### src/rtl/mem_port_arbiter_pkg.sv
// mem_port_arbiter_pkg: shared FSM states and stall-vector constants for the memory port arbiter
package mem_port_arbiter_pkg;
   typedef enum logic [1:0] {IDLE, FETCH, DATA, RESP} state_t;
   localparam int STALL_W = 5;
   localparam logic [STALL_W-1:0] STALL_ALL   = 5'b11111;
   localparam logic [STALL_W-1:0] STALL_FRONT = 5'b00011;
   localparam logic [STALL_W-1:0] STALL_NONE  = 5'b00000;
endpackage

### src/rtl/mem_port_arbiter_watchdog.sv
// mem_port_arbiter_watchdog: counts bus cycles without ready and flags expiry
//   clk, rst : clock, async active-high reset
//   enable   : bus cycle elapsed without ready
//   clear    : restart count (transaction accepted)
//   expired  : this cycle is the TIMEOUT-th cycle without ready
module mem_port_arbiter_watchdog #(
   parameter int TIMEOUT = 16
) (
   input  logic clk,
   input  logic rst,
   input  logic enable,
   input  logic clear,
   output logic expired
);
   localparam int W = $clog2(TIMEOUT + 1);
   logic [W-1:0] cnt;
   always_ff @(posedge clk or posedge rst)
      if (rst) cnt <= '0;
      else if (clear) cnt <= '0;
      else if (enable) cnt <= cnt + 1'b1;
   assign expired = enable && cnt == W'(TIMEOUT - 1);
endmodule

### src/rtl/mem_port_arbiter.sv
// mem_port_arbiter: shares one memory bus between fetch and data access, drives pipeline stalls
//   i_ifReq/i_ifAddr/i_flush -> o_ifInst/o_ifValid      : instruction fetch port
//   i_dataRead/i_dataWrite/i_dataAddr/i_dataSel/i_dataWData -> o_dataRData/o_dataValid : data port
//   o_busEnable/o_busWrite/o_busAddr/o_busSel/o_busWData, i_busRData/i_busReady : external bus
//   o_stall : [0] PC, [1] IF_ID, [2] ID_EX, [3] EX_MEM, [4] MEM_WB ; o_busError : sticky timeout
module mem_port_arbiter
   import mem_port_arbiter_pkg::*;
#(
   parameter int TIMEOUT = 16
) (
   input  logic               clk,
   input  logic               rst,
   input  logic               i_ifReq,
   input  logic [31:0]        i_ifAddr,
   input  logic               i_flush,
   output logic [31:0]        o_ifInst,
   output logic               o_ifValid,
   input  logic               i_dataRead,
   input  logic               i_dataWrite,
   input  logic [31:0]        i_dataAddr,
   input  logic [3:0]         i_dataSel,
   input  logic [31:0]        i_dataWData,
   output logic [31:0]        o_dataRData,
   output logic               o_dataValid,
   output logic               o_busEnable,
   output logic               o_busWrite,
   output logic [31:0]        o_busAddr,
   output logic [3:0]         o_busSel,
   output logic [31:0]        o_busWData,
   input  logic [31:0]        i_busRData,
   input  logic               i_busReady,
   output logic [STALL_W-1:0] o_stall,
   output logic               o_busError
);
   state_t state, state_nx;
   logic   discard, expired;
   logic   data_req, busy, accept, done;
   assign data_req = i_dataRead | i_dataWrite;
   assign busy     = state == FETCH || state == DATA;
   assign accept   = state == IDLE && (data_req || i_ifReq);
   assign done     = busy && (i_busReady || expired);
   mem_port_arbiter_watchdog #(.TIMEOUT(TIMEOUT)) u_watchdog (
      .clk(clk), .rst(rst), .enable(busy && !i_busReady), .clear(accept), .expired(expired)
   );
   always_ff @(posedge clk or posedge rst)
      if (rst) state <= IDLE;
      else state <= state_nx;
   always_comb begin
      state_nx = state == IDLE ? (data_req ? DATA : i_ifReq ? FETCH : IDLE) :
                 state == RESP ? IDLE : done ? RESP : state;
      o_stall  = (o_ifValid || o_dataValid) ? STALL_NONE :
                 data_req ? STALL_ALL : i_ifReq ? STALL_FRONT : STALL_NONE;
   end
   always_ff @(posedge clk or posedge rst)
      if (rst) begin
         o_busEnable <= 1'b0;
         o_busWrite  <= 1'b0;
         o_busAddr   <= '0;
         o_busSel    <= '0;
         o_busWData  <= '0;
         o_ifInst    <= '0;
         o_ifValid   <= 1'b0;
         o_dataRData <= '0;
         o_dataValid <= 1'b0;
         o_busError  <= 1'b0;
         discard     <= 1'b0;
      end else begin
         o_ifValid   <= 1'b0;
         o_dataValid <= 1'b0;
         if (accept) begin
            o_busEnable <= 1'b1;
            o_busWrite  <= data_req & i_dataWrite;
            o_busAddr   <= data_req ? i_dataAddr : i_ifAddr;
            o_busSel    <= data_req ? i_dataSel : 4'hF;
            o_busWData  <= data_req ? i_dataWData : '0;
            discard     <= !data_req && i_flush;
         end
         if (state == FETCH && i_flush) discard <= 1'b1;
         if (done) begin
            o_busEnable <= 1'b0;
            o_busWrite  <= 1'b0;
            o_busAddr   <= '0;
            o_busSel    <= '0;
            o_busWData  <= '0;
            // a timed-out read returns zero so the core sees a NOP / zero load
            if (state == FETCH) begin
               o_ifInst  <= i_busReady ? i_busRData : '0;
               o_ifValid <= !(discard || i_flush);
            end else begin
               if (!o_busWrite) o_dataRData <= i_busReady ? i_busRData : '0;
               o_dataValid <= 1'b1;
            end
            if (!i_busReady) o_busError <= 1'b1;
         end
         if (state == RESP) discard <= 1'b0;
      end
endmodule
### config.mk
export PLATFORM = sky130hd
export DESIGN_NAME = mem_port_arbiter
export DESIGN_NICKNAME = d
export VERILOG_FILES = /design/src/rtl/mem_port_arbiter_pkg.sv /design/src/rtl/mem_port_arbiter_watchdog.sv /design/src/rtl/mem_port_arbiter.sv
export SDC_FILE = /design/constraint.sdc
export NUM_CORES = 1
export LEC_CHECK = 0
export CORE_MARGIN = 2
export CORE_UTILIZATION = 30
export CTS_CLUSTER_DIAMETER = 100
export CTS_CLUSTER_SIZE = 20
export DETAILED_ROUTE_END_ITERATION = 10
export SLEW_MARGIN = 20
export SYNTH_ARGS = -nofsm -noshare
export SYNTH_HDL_FRONTEND = slang
export SYNTH_HIERARCHICAL = 1
export SYNTH_SLANG_ARGS = --single-unit
### constraint.sdc
create_clock -name clk -period 5.1 [get_ports clk]
set_input_delay 1.02 -clock clk [delete_from_list [all_inputs] [get_ports clk]]
set_output_delay 1.02 -clock clk [all_outputs]
set_load 0.03 [all_outputs]
Yosys cells after proc, flatten, opt, wreduce, memory -nomap -nowiden
Index checks and enable logic that the tools add are counted.
{"block": "op_classes", "add_sub_neg": 1, "multipliers": 0, "div_mod_pow": 0, "n_lt_le_gt_ge": 0, "eq_ne": 4, "shift": 0, "muxes": 31, "bitwise_logic": 5, "n_reduce_logical": 22}
{"op": "32-bit two-way mux", "n": 7}
{"op": "5-bit two-way mux", "n": 4}
{"op": "1-bit two-way mux", "n": 12}
{"op": "4-bit two-way mux", "n": 3}
{"op": "2-bit two-way mux", "n": 5}
{"op": "1-bit logical AND", "n": 6}
{"op": "3-bit nonzero test", "n": 2}
{"op": "5-bit by 1-bit adder with 5-bit output, second input constant", "n": 1}
{"op": "5-bit by 4-bit equality test with 1-bit output, second input constant", "n": 1}
{"op": "1-bit logical OR", "n": 5}
{"op": "2-bit equality test, second input constant", "n": 2}
{"op": "2-bit AND reduction", "n": 2}
{"op": "2-bit nonzero test", "n": 2}
{"op": "1-bit logical NOT", "n": 3}
{"op": "1-bit inverter", "n": 3}
{"op": "3-bit AND reduction", "n": 1}
{"op": "2-bit by 1-bit equality test with 1-bit output, second input constant", "n": 1}
{"op": "2-bit logical NOT", "n": 1}
{"op": "1-bit AND", "n": 1}
{"op": "1-bit bitwise OR", "n": 1}
{"block": "totals", "ff_bits": 145, "latch_bits": 0, "mem_bits_rw": 0, "rom_bits": 0, "input_bits": 139, "output_inout_bits": 142, "wordCells": 76, "n_memories": 0}

Depth between registers and ports, before layout
{"block": "logic_depth", "depth_word": 9, "mapped_depth": 10, "depth_no_buf": 7}

Hierarchy
The synthesis kept the hierarchy.
{"module": "mem_port_arbiter", "instances": 1, "cells_each": 438, "area_each_um2": 5898.2, "seq_area_each_um2": 3503.4}
{"module": "mem_port_arbiter_watchdog", "instances": 1, "cells_each": 25, "area_each_um2": 289.0, "seq_area_each_um2": 125.1}

Worst setup path before layout
OpenSTA, ideal clock, no wires.
{"block": "synth_path", "path_kind": "input -> output", "startpoint": "input i_dataRead", "endpoint": "output o_stall[3]", "arrival_time_ns": 2.360, "required_time_ns": 4.080, "path_slack_ns": 1.720, "stages": 4, "path_buffers": 2, "path_cell_list": "nor2_2 -> buf_2 -> nor3_1 -> buf_4"}
{"block": "synth_between", "elab_chain_cells": 3}
{"item": "start: declaration", "line_no": "mem_port_arbiter.sv:18", "source": "input logic i_dataRead,"}
{"item": "1-bit bitwise OR", "line_no": "mem_port_arbiter.sv:38", "source": "assign data_req = i_dataRead | i_dataWrite;"}
{"item": "5-bit two-way mux", "line_no": "mem_port_arbiter.sv:52", "source": "data_req ? STALL_ALL : i_ifReq ? STALL_FRONT : STALL_NONE;"}
{"item": "5-bit two-way mux", "line_no": "mem_port_arbiter.sv:51", "source": "o_stall = (o_ifValid || o_dataValid) ? STALL_NONE :"}
{"item": "end: declaration", "line_no": "mem_port_arbiter.sv:32", "source": "output logic [STALL_W-1:0] o_stall,"}
Every way passes these cells.

Final worst setup path
{"block": "layout_path", "startpoint": "input i_dataWrite", "endpoint": "output o_stall[1]"}
{"block": "layout_between", "elab_chain_cells": 3}
{"item": "start: declaration", "line_no": "mem_port_arbiter.sv:19", "source": "input logic i_dataWrite,"}
{"item": "1-bit bitwise OR", "line_no": "mem_port_arbiter.sv:38"}
{"item": "5-bit two-way mux", "line_no": "mem_port_arbiter.sv:52"}
{"item": "5-bit two-way mux", "line_no": "mem_port_arbiter.sv:51"}
Every way passes these cells.

==> impl_metrics.toml <==
[global_route]
grt_max_degree = 113
first_global_vias = 5070
grt_util_all_layers_pct = 16.3
grt_pass1_wl_um = 27600
antenna_found_initial = 0
grt_overflow_total = 0

[flow_run]
drv_cap = 0

[power]
seq_power_share_pct = 29.4
power_density_nw_per_um2 = 661
combPwrFrac_pct = 50.8
pwr-share-clk_pct = 19.8
switchingPower_w = 0.00264
p_int_w = 0.00386
ir_drop_mv = 0.268
swShare_pct = 40.6
p_leak_nw = 4.35
power_w = 0.00650

[yosys]
ys_seq_area_share_pct = 58.6
postSynth.topFlopCell = "dfrtp_1"
yosysTopAreaCell = "dfrtp_1"
synth-edff-count = 0
synth.distinct_cells = 36
async_flop_share_pct = 100
syn_area_um2 = 6190
syn_nets = 607
synth_seq_cells = 145
synth_top_area_share_pct = 58.6
syn_inst = 463
yosysMostFrequentCell = "dfrtp_1"
avgSynthCellArea_um2 = 13.4
yosys_warnings = 6
synthTopCellsByCount = "dfrtp_1, o21ai_0, mux2_2"
synth.area.top_cells = "dfrtp_1, mux2_4, mux2_2"

[clock_tree]
hold_buffers = 0
path_clk_slew_ns = 0.06
clock_latency_ns = 0.42
clockBufferDepth = 2
cts_max_level = 4
numCtsBuffers = 17
cts_sinks = 145
cts_resized = 0
cts_setup_buffers = 0
cts-root-buf = "clkbuf_16"
cts_tree = "done"

[floorplanning]
core_um2 = 20200
dieArea_um2 = 21800
die_w_um = 148
die_h_um = 148
initial_core_util_pct = 30.6
ios = 281
num_rows = 52

[final_layout]
syn_to_final_growth_pct = 59.0
nFillCells = 1791
multi_input_area_um2 = 2360
drive_above_1_share_pct = 15.8
num_antenna_cells = 0
nets = 879
finalNonFillerCells = 1018
ff_latch_area_um2 = 3630

[setup_path]
cp.arrival_ns = 2.75
crit_fanout = 5
worstSetupEndpointType = "output port"
cp-start-kind = "input port"
r2r_setup_slack_ns = 2.41
cp_data_required_time_ns = 4.08
critical_path_class = "input port to output port"

[route]
antenna_left = 0
wirelength_um = 17000
avgRoutedWirePerCell_um = 16.7
drt_iter0_markers = 162
first_pass_iters = 6
via_per_inst = 4.55
route.vias.total = 4631
drc = 0

[timing]
period_minus_slack_ns = 3.77
fin_tns_setup_ns = 0
fmax_mhz = 265
rsz0062_at_grt = "false"
slew-limit-headroom_pct = 46.4
finalHoldWorstSlack_ns = 0.450
fin_skew_ns = 0.0116
finalMaxSlewViolations = 0
tightest_slew_ns = 0.804
setup_viol_count_final = 0
fin_crit_sh_pct = 74.0
hold_viol = 0

[placement]
place.gp.congestion = 0.747
place.port_buffers = 280
dp.cells = 986
place_hpwl_um = 12100

[min_path]
hold_path_class = "register to register"

[status]
status = "completed"
[per-layer routing]
metal	wire, um	vias up	part of all wire, %	GRT usage (%)
li1	-	2208	-	-
met1	7200	2216	42	19.7
met2	8050	193	47	26.3
met3	1550	14	9.1	6.54
met4	246	0	1.4	5.87
met5	0	-	0	0
[power by group through the flow]
stage / Combinational, W / Sequential [W] / Clock [W]
2_1_floorplan: 0.00115 / 0.00278 / 0
3_3_place_gp: 0.00329 / 0.00191 / 0
5_1_grt: 0.00352 / 0.00197 / 0.00139
6_report: 0.00330 / 0.00191 / 0.00129
4_1_cts: 0.00335 / 0.00191 / 0.00133
3_5_place_dp: 0.00335 / 0.00192 / 0
[state kept, by name (all words and copies together) (netlist names)]
register / count
o_busSel: 4
o_dataValid: 1
o_busAddr: 32
o_busWrite: 1
u_watchdog/cnt: 5
o_busWData: 32
o_busEnable: 1
o_ifInst: 32
o_dataRData: 32
state: 2
o_ifValid: 1
discard: 1
o_busError: 1
[kinds of logic after synthesis]
kind of cell	count (synthesis)	share of synthesized area [%]
buffers and inverters	41	3.48
AO/OA/AOI/OAI	113	12.0
XOR/XNOR	1	0.142
flip-flops	145	58.6
adder cells (fa/ha/maj)	5	1.01
multiplexers	98	19.0
AND/OR/NAND/NOR	60	5.70
[final timing paths]
path,cells past startpoint,from,end
min,1,discard,o_ifValid
max reg2reg,8,state[0],o_ifInst[25]
max in group asynchronous,3,rst,o_busAddr[12]
max,4,i_dataWrite,o_stall[1]
min in group asynchronous,2,rst,u_watchdog/cnt[1]
min reg2reg,1,discard,o_ifValid
[per-stage QoR]
step	area, um^2	worst slack (ns)	utilization, %
floorplan	6190	0.327	-
global placement	9210	1.33	45.5
detailed placement	9220	1.32	45.6
CTS	9830	1.32	48.6
global route	9840	1.17	48.6
finish	9840	1.33	48.6
[cell usage in the layout (no fill, tap or decap), types with 5 or more instances in the layout]
master           count
a21oi_1             33
a22o_1              32
and2_1              33
buf_4                8
clkbuf_16           17
clkdlybuf4s50_1    280
dfrtp_1            145
ha_1                 5
inv_1                5
inv_6                7
mux2_2              34
mux2_4              31
mux2i_1             33
nor2_1               8
o21ai_0             35
[worst max-delay path, cell delays in order]
cell and delay (ns):
clkdlybuf4s50_1 0.58, nor3_1 0.14, nor3_1 0.27, clkdlybuf4s50_1 0.74
[cell type report]
cell class | count | area share, %
clock buffers | 17 | 4.32
clock inverters | 15 | 1.91
inverters | 6 | 0.305
multi-input cells | 277 | 24.0
flip-flops and latches | 145 | 36.9
well taps | 270 | 3.43
repair buffers | 288 | 29.1
Note: power is estimated with default switching activity, not from simulation.
